$ cat src/rtl/config_editor_pkg.sv
`default_nettype none
// +----------------------------------------------------------------------+
// | config_editor_pkg : phase encodings and duration limits shared by    |
// |                     the configuration editor and its sub-blocks.     |
// | Revision : 1.0                                                       |
// +----------------------------------------------------------------------+
package config_editor_pkg;

    typedef enum logic [2:0] {
        ST_RR   = 3'd0,
        ST_GG   = 3'd1,
        ST_YY   = 3'd2,
        ST_IDLE = 3'd3
    } phase_e;

    localparam int c_MIN_TIME_DEFAULT = 1;
    localparam int c_MAX_TIME_DEFAULT = 99;

    // Edited phase cycles red -> green -> yellow -> red.
    function automatic phase_e next_phase(input phase_e i_phase);
        case (i_phase)
            ST_RR:   return ST_GG;
            ST_GG:   return ST_YY;
            default: return ST_RR;
        endcase
    endfunction

endpackage
`default_nettype wire

$ cat src/rtl/config_editor_button_repeat.sv
`default_nettype none
// +----------------------------------------------------------------------+
// | config_editor_button_repeat : press-edge detector with optional      |
// |                               hold-to-repeat, one-cycle event out.   |
// | Revision : 1.0                                                       |
// +----------------------------------------------------------------------+
module config_editor_button_repeat
    import config_editor_pkg::*;
#(
    parameter int HOLD_CYCLES   = 50_000_000,
    parameter int REPEAT_CYCLES = 10_000_000,
    parameter bit REPEAT_EN     = 1'b1
) (
    input  logic clk,
    input  logic reset,
    input  logic i_btn,
    output logic o_event
);

    logic r_prev;
    logic w_press;

    assign w_press = i_btn & ~r_prev;

    always_ff @(posedge clk) begin
        if (!reset) begin
            r_prev <= 1'b0;
        end else begin
            r_prev <= i_btn;
        end
    end

    generate
        if (REPEAT_EN) begin : g_repeat
            localparam int CNT_W = $clog2(HOLD_CYCLES + REPEAT_CYCLES + 1);
            localparam logic [CNT_W-1:0] c_HOLD   = CNT_W'(HOLD_CYCLES);
            localparam logic [CNT_W-1:0] c_REPEAT = CNT_W'(REPEAT_CYCLES);
            localparam logic [CNT_W-1:0] c_ONE    = CNT_W'(1);

            logic [CNT_W-1:0] r_cnt;
            logic             r_rep;
            logic             w_fire;

            // r_cnt holds edges elapsed since the press (or last repeat);
            // r_rep selects the first-repeat versus steady-repeat interval.
            assign w_fire = i_btn & r_prev & (r_cnt == (r_rep ? c_REPEAT : c_HOLD));

            always_ff @(posedge clk) begin
                if (!reset || !i_btn) begin
                    r_cnt <= '0;
                    r_rep <= 1'b0;
                end else if (w_press || w_fire) begin
                    r_cnt <= c_ONE;
                    r_rep <= w_fire;
                end else begin
                    r_cnt <= r_cnt + c_ONE;
                end
            end

            assign o_event = w_press | w_fire;
        end else begin : g_no_repeat
            assign o_event = w_press;
        end
    endgenerate

endmodule
`default_nettype wire

$ cat src/rtl/config_editor.sv
`default_nettype none
// +----------------------------------------------------------------------+
// | config_editor : interactive editor for red/green/yellow durations    |
// |                 with consistency-checked commit.                     |
// | Revision : 1.0                                                       |
// +----------------------------------------------------------------------+
module config_editor
    import config_editor_pkg::*;
#(
    parameter int TIME_W        = 7,
    parameter int MIN_TIME      = c_MIN_TIME_DEFAULT,
    parameter int MAX_TIME      = c_MAX_TIME_DEFAULT,
    parameter int HOLD_CYCLES   = 50_000_000,
    parameter int REPEAT_CYCLES = 10_000_000
) (
    input  logic              clk,
    input  logic              reset,
    input  logic              enable,
    input  logic              buttonChangeLight,
    input  logic              buttonIncreaseTime,
    input  logic              buttonDecreaseTime,
    input  logic              buttonConfirm,
    input  logic [TIME_W-1:0] greenTime,
    input  logic [TIME_W-1:0] yellowTime,
    input  logic [TIME_W-1:0] redTime,
    output logic [TIME_W-1:0] greenTimeModified,
    output logic [TIME_W-1:0] yellowTimeModified,
    output logic [TIME_W-1:0] redTimeModified,
    output logic [TIME_W-1:0] timeLane1,
    output logic [TIME_W-1:0] timeLane2,
    output logic [2:0]        state,
    output logic              confirmOk,
    output logic              confirmErr,
    output logic              dirty
);

    localparam logic [TIME_W-1:0] c_MIN = TIME_W'(MIN_TIME);
    localparam logic [TIME_W-1:0] c_MAX = TIME_W'(MAX_TIME);
    localparam logic [TIME_W-1:0] c_ONE = TIME_W'(1);

    phase_e            r_state, w_state_nxt;
    logic              r_en_prev;
    logic [TIME_W-1:0] r_red, r_green, r_yellow;
    logic [TIME_W-1:0] r_red_mod, r_green_mod, r_yellow_mod;
    logic              r_ok, r_err;

    logic [TIME_W-1:0] w_red_nxt, w_green_nxt, w_yellow_nxt;
    logic [TIME_W-1:0] w_red_mod_nxt, w_green_mod_nxt, w_yellow_mod_nxt;
    logic              w_ok_nxt, w_err_nxt;

    logic              w_ev_chg, w_ev_inc, w_ev_dec, w_ev_cfm;
    logic              w_entry;
    logic [TIME_W-1:0] w_lane, w_stepped;
    logic [TIME_W:0]   w_sum;
    logic              w_commit_ok;

    config_editor_button_repeat #(.HOLD_CYCLES(HOLD_CYCLES), .REPEAT_CYCLES(REPEAT_CYCLES), .REPEAT_EN(1'b0))
        u_btn_chg (.clk(clk), .reset(reset), .i_btn(buttonChangeLight),  .o_event(w_ev_chg));
    config_editor_button_repeat #(.HOLD_CYCLES(HOLD_CYCLES), .REPEAT_CYCLES(REPEAT_CYCLES), .REPEAT_EN(1'b1))
        u_btn_inc (.clk(clk), .reset(reset), .i_btn(buttonIncreaseTime), .o_event(w_ev_inc));
    config_editor_button_repeat #(.HOLD_CYCLES(HOLD_CYCLES), .REPEAT_CYCLES(REPEAT_CYCLES), .REPEAT_EN(1'b1))
        u_btn_dec (.clk(clk), .reset(reset), .i_btn(buttonDecreaseTime), .o_event(w_ev_dec));
    config_editor_button_repeat #(.HOLD_CYCLES(HOLD_CYCLES), .REPEAT_CYCLES(REPEAT_CYCLES), .REPEAT_EN(1'b0))
        u_btn_cfm (.clk(clk), .reset(reset), .i_btn(buttonConfirm),      .o_event(w_ev_cfm));

    assign w_entry = enable & ~r_en_prev;

    always_comb begin
        case (r_state)
            ST_RR:   w_lane = r_red;
            ST_GG:   w_lane = r_green;
            ST_YY:   w_lane = r_yellow;
            default: w_lane = r_red_mod;
        endcase
    end

    // Out-of-range values snap to the limit the step direction wraps to.
    always_comb begin
        if (w_ev_inc) begin
            w_stepped = (w_lane < c_MIN || w_lane >= c_MAX) ? c_MIN : w_lane + c_ONE;
        end else begin
            w_stepped = (w_lane <= c_MIN || w_lane > c_MAX) ? c_MAX : w_lane - c_ONE;
        end
    end

    assign w_sum       = {1'b0, r_green} + {1'b0, r_yellow};
    assign w_commit_ok = ({1'b0, r_red} == w_sum) && (r_green >= c_MIN) && (r_yellow >= c_MIN);

    always_comb begin
        w_state_nxt      = r_state;
        w_red_nxt        = r_red;
        w_green_nxt      = r_green;
        w_yellow_nxt     = r_yellow;
        w_red_mod_nxt    = r_red_mod;
        w_green_mod_nxt  = r_green_mod;
        w_yellow_mod_nxt = r_yellow_mod;
        w_ok_nxt         = 1'b0;
        w_err_nxt        = 1'b0;

        if (!enable) begin
            w_state_nxt = ST_IDLE;
        end else if (w_entry) begin
            w_state_nxt      = ST_RR;
            w_red_nxt        = redTime;
            w_green_nxt      = greenTime;
            w_yellow_nxt     = yellowTime;
            w_red_mod_nxt    = redTime;
            w_green_mod_nxt  = greenTime;
            w_yellow_mod_nxt = yellowTime;
        end else if (r_state != ST_IDLE) begin
            if (w_ev_chg) begin
                w_state_nxt = next_phase(r_state);
            end else if (w_ev_cfm) begin
                if (w_commit_ok) begin
                    w_red_mod_nxt    = r_red;
                    w_green_mod_nxt  = r_green;
                    w_yellow_mod_nxt = r_yellow;
                    w_ok_nxt         = 1'b1;
                end else begin
                    w_err_nxt = 1'b1;
                end
            end else if (w_ev_inc ^ w_ev_dec) begin
                case (r_state)
                    ST_RR:   w_red_nxt    = w_stepped;
                    ST_GG:   w_green_nxt  = w_stepped;
                    ST_YY:   w_yellow_nxt = w_stepped;
                    default: ;
                endcase
            end
        end
    end

    always_ff @(posedge clk) begin
        if (!reset) begin
            r_state      <= ST_IDLE;
            r_en_prev    <= 1'b0;
            r_red        <= '0;
            r_green      <= '0;
            r_yellow     <= '0;
            r_red_mod    <= '0;
            r_green_mod  <= '0;
            r_yellow_mod <= '0;
            r_ok         <= 1'b0;
            r_err        <= 1'b0;
        end else begin
            r_state      <= w_state_nxt;
            r_en_prev    <= enable;
            r_red        <= w_red_nxt;
            r_green      <= w_green_nxt;
            r_yellow     <= w_yellow_nxt;
            r_red_mod    <= w_red_mod_nxt;
            r_green_mod  <= w_green_mod_nxt;
            r_yellow_mod <= w_yellow_mod_nxt;
            r_ok         <= w_ok_nxt;
            r_err        <= w_err_nxt;
        end
    end

    assign state              = r_state;
    assign timeLane1          = w_lane;
    assign timeLane2          = w_lane;
    assign redTimeModified    = r_red_mod;
    assign greenTimeModified  = r_green_mod;
    assign yellowTimeModified = r_yellow_mod;
    assign confirmOk          = r_ok;
    assign confirmErr         = r_err;
    assign dirty              = (r_red != r_red_mod) || (r_green != r_green_mod) || (r_yellow != r_yellow_mod);

endmodule
`default_nettype wire
$ cat config.mk
export PLATFORM = sky130hd
export DESIGN_NAME = config_editor
export DESIGN_NICKNAME = d
export VERILOG_FILES = /design/src/rtl/config_editor_pkg.sv /design/src/rtl/config_editor_button_repeat.sv /design/src/rtl/config_editor.sv
export SDC_FILE = /design/constraint.sdc
export NUM_CORES = 1
export LEC_CHECK = 0
export ABC_CLOCK_PERIOD_IN_PS = 3300
export BUFFER_PORTS_ARGS = -buffer_cell sky130_fd_sc_hd__buf_2
export CAP_MARGIN = 20
export CORE_MARGIN = 10
export CORE_UTILIZATION = 59
export CTS_CLUSTER_SIZE = 20
export DETAILED_ROUTE_END_ITERATION = 16
export HOLD_SLACK_MARGIN = 0.05
export PLACE_DENSITY = 0.9
export SYNTH_ARGS = -nofsm -noshare
export SYNTH_HDL_FRONTEND = slang
export SYNTH_SLANG_ARGS = --single-unit
$ cat constraint.sdc
create_clock -name clk -period 3.3 [get_ports clk]
set_input_delay 0.165 -clock clk [delete_from_list [all_inputs] [get_ports clk]]
set_output_delay 0.165 -clock clk [all_outputs]
set_load 0.005 [all_outputs]
# After elaboration in Yosys (flattened, before gate mapping)
# Cells that the tools add are included.
# Widths: inputs -> output; s select.
[op_classes] add_sub_neg=5 magnitude_cmp=6 n_eq_ne=11 mux=47 bitwise=21 n_reduce_logical=31
[op_table] op="$mux 7" n=36
[op_table] op="$add 26x1->26 const B" n=2
[op_table] op="$eq 26x26->1" n=2
[op_table] op="$mux 26" n=2
[op_table] op="$ne 7x7->1" n=3
[op_table] op="$pmux 7 s3" n=1
[op_table] op="$reduce_and 6->1" n=3
[op_table] op="$reduce_bool 2->1" n=8
[op_table] op="$ge 7x1->1 const B" n=2
[op_table] op="$and 1x1->1" n=9
[op_table] op="$not 1->1" n=9
[op_table] op="$add 7x7->8" n=1
[op_table] op="$eq 7x8->1" n=1
[op_table] op="$logic_or 1x1->1" n=8
[op_table] op="$add 7x1->7 const B" n=1
[op_table] op="$ge 7x7->1 const B" n=1
[op_table] op="$gt 7x7->1 const B" n=1
[op_table] op="$le 7x1->1 const B" n=1
[op_table] op="$lt 7x1->1 const B" n=1
[op_table] op="$sub 7x1->7 const B" n=1
[op_table] op="$mux 2" n=3
[op_table] op="$ne 2x2->1 const B" n=3
[op_table] op="$reduce_or 6->1" n=1
[op_table] op="$reduce_and 5->1" n=1
[op_table] op="11 further kinds" n=20
[word_totals] register_bits=105 input_bits=28

# Depth between registers and ports, before layout
[logic_depth] word_depth=12 mapped_depth=13

# Hierarchy
# A second synthesis with hierarchy kept.
[hier_totals] cells_unflattened=736 area_unflattened_um2=6273.5
[by_module_without_submodules] mod="config_editor" n_inst=1 cells_per_inst=426 area_per_inst_um2=3383.2 seq_area_each_um2=940.9
[by_module_without_submodules] mod="config_editor_button_repeat (u_btn_dec)" n_inst=1 cells_per_inst=156 area_per_inst_um2=1507.7 seq_area_each_um2=560.5
[by_module_without_submodules] mod="config_editor_button_repeat (u_btn_inc)" n_inst=1 cells_per_inst=148 area_per_inst_um2=1302.5 seq_area_each_um2=560.5
[by_module_without_submodules] mod="config_editor_button_repeat (u_btn_cfm ...)" n_inst=2 cells_per_inst=3 area_per_inst_um2=40.0 seq_area_each_um2=20.0

# Worst setup path before layout
# Ideal clock, no wire load.
[synth_path] path_type="register to register" from="reg r_state[0] (netlist: state[0])" to="reg r_green[6]" setup_time_ns=0.130 arrival_time_ns=2.646 required_ns=3.170 slack_ns=0.525 path_stages_with_launch=14 path_buffers=3 period_less_slack_ns=2.775 path_cell_list="dfxtp_1 -> buf_2 -> buf_6 -> mux4_2 -> buf_2 -> inv_1 -> ha_1 -> inv_1 -> or3_1 -> nor3_1 -> xnor2_1 -> nand2b_1 -> a31oi_1 -> a31oi_1"
[synth_between] elab_chain_cells=12
[synth_lines] element="from (decl)" line="config_editor.sv:41" source="phase_e r_state, w_state_nxt;"
[synth_lines] element="from (signal assigned)" line="config_editor.sv:146" source="r_state <= w_state_nxt;"
[synth_lines] element="$eq 2x2->1, or another cell as far along" line="config_editor.sv:69" source="case (r_state)"
[synth_lines] element="$pmux 7 s3 (*)" line="config_editor.sv:69"
[synth_lines] element="named net timeLane1[0]" line="config_editor.sv:29" source="output logic [TIME_W-1:0] timeLane1,"
[synth_lines] element="$le 7x1->1, or another cell as far along" line="config_editor.sv:82" source="w_stepped = (w_lane <= c_MIN || w_lane > c_MAX) ? c_MAX : w_lane - c_ONE;"
[synth_lines] element="$logic_or 1x1->1, on equally long branches" line="config_editor.sv:82, config_editor.sv:80"
[synth_lines] element="$mux 7, on equally long branches" line="config_editor.sv:82, config_editor.sv:80"
[synth_lines] element="$mux 7 (*)" line="config_editor.sv:79" source="if (w_ev_inc) begin"
[synth_lines] element="$mux 7 (*)" line="config_editor.sv:123" source="case (r_state)"
[synth_lines] element="$mux 7 (*)" line="config_editor.sv:122" source="end else if (w_ev_inc ^ w_ev_dec) begin"
[synth_lines] element="$mux 7 (*)" line="config_editor.sv:113" source="end else if (w_ev_cfm) begin"
[synth_lines] element="$mux 7 (*)" line="config_editor.sv:111" source="if (w_ev_chg) begin"
[synth_lines] element="$mux 7 (*)" line="config_editor.sv:110" source="end else if (r_state != ST_IDLE) begin"
[synth_lines] element="$mux 7 (*)" line="config_editor.sv:102" source="end else if (w_entry) begin"
[synth_lines] element="to (signal assigned)" line="config_editor.sv:149" source="r_green <= w_green_nxt;"
[synth_lines] element="to (decl)" line="config_editor.sv:43" source="logic [TIME_W-1:0] r_red, r_green, r_yellow;"
# Mark *: on every way through the listed nets, which the timed path passes. The rest lies on a longest branch. The select of a mux whose other input is x is not followed.
# A chain may end at the register's enable or synchronous reset.

# Final worst setup path
[layout_path] from="reg r_yellow[0]" to="reg r_green_mod[5] (netlist: greenTimeModified[5])"
[layout_between] elab_chain_cells=6
[layout_lines] element="from (decl)" line="config_editor.sv:43"
[layout_lines] element="from (signal assigned)" line="config_editor.sv:150" source="r_yellow <= w_yellow_nxt;"
[layout_lines] element="$add 7x7->8" line="config_editor.sv:86" source="assign w_sum = {1'b0, r_green} + {1'b0, r_yellow};"
[layout_lines] element="$eq 7x8->1" line="config_editor.sv:87" source="assign w_commit_ok = ({1'b0, r_red} == w_sum) && (r_green >= c_MIN) && (r_yellow >= c_MIN);"
[layout_lines] element="$logic_and 1x1->1" line="config_editor.sv:87"
[layout_lines] element="$logic_and 1x1->1 (*)" line="config_editor.sv:87"
[layout_lines] element="$reduce_bool 2->1 (no source line) (*)"
[layout_lines] element="$reduce_and 5->1 (no source line) (*)"
[layout_lines] element="to (signal assigned)" line="config_editor.sv:152" source="r_green_mod <= w_green_mod_nxt;"
[layout_lines] element="to (decl)" line="config_editor.sv:44" source="logic [TIME_W-1:0] r_red_mod, r_green_mod, r_yellow_mod;"
# Mark *: on every way between the ends. The rest lies on a longest branch, timed or not.

==> results.py <==
metrics = {
    "timing": {
        "tightest_slew_ns": 0.798,
        "fin_crit_ns": 2.96,
        "max_slew_margin_pct": 46.7,
        "fin_hold_ws_ns": 0.0731,
        "hold_viol_final": 0,
        "setup_ws_ns": 0.335,
        "setup_viol": 0,
        "finalSetupTns_ns": 0,
        "slew_violations": 0,
        "clock_skew_ns": 0.00920,
        "grt_setup_unrepaired": "no",
        "fmax_mhz": 337,
        "fin_crit_sh_pct": 89.8,
    },
    "finish": {
        "layout.nets": 825,
        "final_core_utilization_pct": 68.6,
        "antenna_cells": 0,
        "syn_to_final_growth_pct": 11.8,
        "layout-drive-gt1-share_pct": 15.9,
    },
    "setup_path": {
        "worstPathCellList": "ha_1 -> fa_1 -> a21o_1 -> a21oi_1 -> o21ai_0 -> mux2i_1 -> a211oi_1 -> buf_4 -> a31oi_4 -> mux2i_1",
        "r2r_cells": 10,
        "r2r_slack_ns": 0.34,
        "crit_slowest_cell": "a31oi_4",
        "crit_path_max_fanout": 10,
        "critPathMaxStageDelay_ns": 0.52,
        "critPathCapture": "greenTimeModified[5]",
        "worstPathArrival_ns": 3.29,
        "cp-end-kind": "flip-flop",
        "crit_top_cell": "mux2i_1",
        "crit_start": "r_yellow[0]",
        "setup.worst_path.start_class": "flip-flop",
        "criticalPathCategory": "reg -> reg",
        "reg2reg_to": "greenTimeModified[5]",
        "required_ns": 3.62,
        "worstReg2RegStart": "r_yellow[0]",
    },
    "route": {
        "viasPerCell": 6.13,
        "drt_pass1_iterations": 5,
        "route.vias.total": 5643,
        "route.detailed.drc": 0,
        "wl_per_cell_um": 18.4,
        "totalWireLength_um": 16900,
        "ant_nets": 0,
        "drt_iter0_drc": 646,
    },
    "clocking": {
        "clockRootBuffer": "clkbuf_8",
        "clk_pin_slew_ns": 0.10,
        "clockBufferDepth": 2,
        "cts_sinks": 105,
        "clk_latency_ns": 0.39,
        "cts_tree": "built",
        "cts_setup_buffers": 0,
        "numCtsBuffers": 9,
        "htree_levels": 3,
    },
    "power": {
        "irDropWorstVdd_mv": 0.422,
        "powerDensity_nw_per_um2": 426,
        "p_sw_w": 0.000888,
        "sw_frac_of_total_pct": 30.7,
        "pwr-share-clk_pct": 31.7,
        "p_comb_share_pct": 20.4,
        "power_leakage_nw": 2.72,
        "p_int_w": 0.00201,
        "pwr-share-seq_pct": 47.9,
    },
    "min_path": {
        "min_path_type": "in -> reg",
    },
    "place": {
        "post-dp-hpwl_um": 12300,
        "place_congestion": 0.975,
        "pre_cts_slack_ns": 0.0907,
        "portBuffers": 67,
    },
    "floorplan": {
        "initial_utilization_pct": 61.4,
        "fp.dieH_um": 122,
        "core.rowCount": 36,
        "die_area_um2": 14800,
        "core-area_um2": 9910,
        "io_pins": 69,
        "die_w_um": 122,
    },
    "logic_synthesis": {
        "synth_top_cell_area_share_pct": 34.6,
        "yosysMostFrequentCell": "nand2_1",
        "syn_inst": 726,
        "synth_common_cells": "118 x nand2_1, 105 x dfxtp_1, 63 x nor2_1, 41 x xor2_1, 38 x xnor2_1",
        "yosys-top-cells-area": "dfxtp_1 35%, nand2_1 7.3%, xor2_1 5.9%",
        "synth_area_leader_cell": "dfxtp_1",
        "synthArstFlopShare_pct": 0,
        "synth_warnings": 0,
        "syn_nets": 769,
        "synth-edff-count": 0,
        "ys.flop_type": "dfxtp_1",
        "synth_cell_type_count": 65,
        "synth-seq-cells": 105,
        "ys_seq_area_share_pct": 34.6,
        "syn_area_per_cell_um2": 8.37,
        "syn_area_um2": 6080,
    },
    "global_routing": {
        "grt-ovfl-total": 0,
        "grt_pass1_vias": 5639,
        "grt_max_degree": 51,
        "antenna_found_initial": 0,
        "grtUsageTotal_pct": 22.8,
        "grt_pass1_wl_um": 27600,
    },
    "job": {
        "cap_violations": 0,
    },
    "status": {
        "status": "finished, final reports clean",
    },
}
## placed cells by master (no fill, tap or decap), types with 4 or more instances in the layout
cell / synthesis / routed
nand2_1: 118 / 118
a31oi_1: 16 / 15
nand2b_1: 11 / 11
o31ai_1: 20 / 20
and2_1: 11 / 11
nand3_1: 25 / 25
or3_1: 7 / 7
a21oi_1: 17 / 17
nor2b_1: 11 / 10
nor4_1: 9 / 9
mux2i_1: 23 / 23
a211oi_1: 7 / 7
nor3_1: 12 / 12
mux4_2: 7 / 7
o21ai_1: 4 / 4
buf_4: 8 / 12
buf_2: 9 / 67
o2bb2ai_1: 6 / 6
xnor2_1: 38 / 38
xor2_1: 41 / 41
inv_1: 20 / 20
and3_1: 8 / 8
nor2_1: 63 / 63
clkbuf_8: 0 / 9
a21o_1: 4 / 4
o21ai_0: 16 / 16
ha_1: 14 / 14
nand4_1: 20 / 20
dfxtp_1: 105 / 105
## routing by layer
layer / vias to the layer above / track usage (%) / wire length, um
met1: 2659 / 26.5 / 6840
met4: 0 / 10.7 / 760
met3: 60 / 6.93 / 1370
met5: - / 0 / 0
met2: 275 / 37.5 / 7960
li1: 2649 / - / -
## sequential cells by signal (all words and copies together) (netlist names)
| register | count |
|---|---|
| confirmErr | 1 |
| u_btn_inc.g_repeat.r_rep | 1 |
| u_btn_dec.r_prev | 1 |
| r_red | 7 |
| confirmOk | 1 |
| u_btn_dec.g_repeat.r_rep | 1 |
| r_green | 7 |
| greenTimeModified | 7 |
| redTimeModified | 7 |
| r_yellow | 7 |
| u_btn_cfm.r_prev | 1 |
| r_en_prev | 1 |
| u_btn_inc.g_repeat.r_cnt | 26 |
| u_btn_chg.r_prev | 1 |
| u_btn_dec.g_repeat.r_cnt | 26 |
| u_btn_inc.r_prev | 1 |
| state | 2 |
| yellowTimeModified | 7 |
## layout make-up
cell class	count	area, um^2
well taps	133	166
clock inverters	6	97.6
multi-input cells	563	3750
fillers	801	3110
flip-flops and latches	105	2100
inverters	20	75.1
clock buffers	10	128
repair buffers	83	475
## stage by stage
stage               area [um^2]  total power (W)  std cells
floorplan                  6080          0.00181        726
global placement           6520          0.00197        900
detailed placement         6520          0.00198        900
CTS                        6770          0.00289        919
global route               6800          0.00301        920
finish                     6800          0.00289        920
## power groups by stage
stage                     clock network, W  logic [W]  registers [W]
after floorplan                          0   0.000416        0.00139
after global placement                   0   0.000557        0.00141
after detailed placement                 0   0.000569        0.00141
after CTS                         0.000929   0.000575        0.00138
after global routing              0.000977   0.000643        0.00139
final                             0.000918   0.000591        0.00139
## worst max-delay path: cells and delay by family (launching register included)
family	cells	cell delay (ns)
mux	2	0.44
flops	1	0.38
buf+inv	1	0.18
fa+ha+maj	2	0.66
compound gates	5	1.24
## cells by family (layout without fill, tap and decap cells)
logic type | after synthesis | count (layout) | share of synthesized area, %
AOI/OAI and AO/OA | 111 | 112 | 13.1
xor gates and xnor gates | 79 | 79 | 11.4
and+or+nand+nor | 326 | 326 | 26.9
DFF | 105 | 105 | 34.6
other | 1 | 1 | 0.0617
adders and majority gates | 15 | 15 | 3.21
muxes | 30 | 30 | 6.38
buffers and inverters | 59 | 119 | 4.45
## what timing repair did
action	in CTS	in global routing
gates resized for setup	0	1
endpoints found under the hold margin	3	0
hold buffers	3	0
setup endpoints to repair	0	21
## worst min-delay path by stage
stage / end / from / cells past startpoint / slack, ns
global placement: u_btn_chg.r_prev / buttonChangeLight / 2 / 0.38
finish: r_red[5] / redTime[5] / 3 / 0.07
global route: r_red[5] / redTime[5] / 3 / 0.07
detailed placement: u_btn_chg.r_prev / buttonChangeLight / 2 / 0.39
floorplan: u_btn_cfm.r_prev / buttonConfirm / 1 / 0.29
CTS: u_btn_dec.g_repeat.r_rep / buttonDecreaseTime / 3 / 0.05
Power figures use the tool's default switching activity.
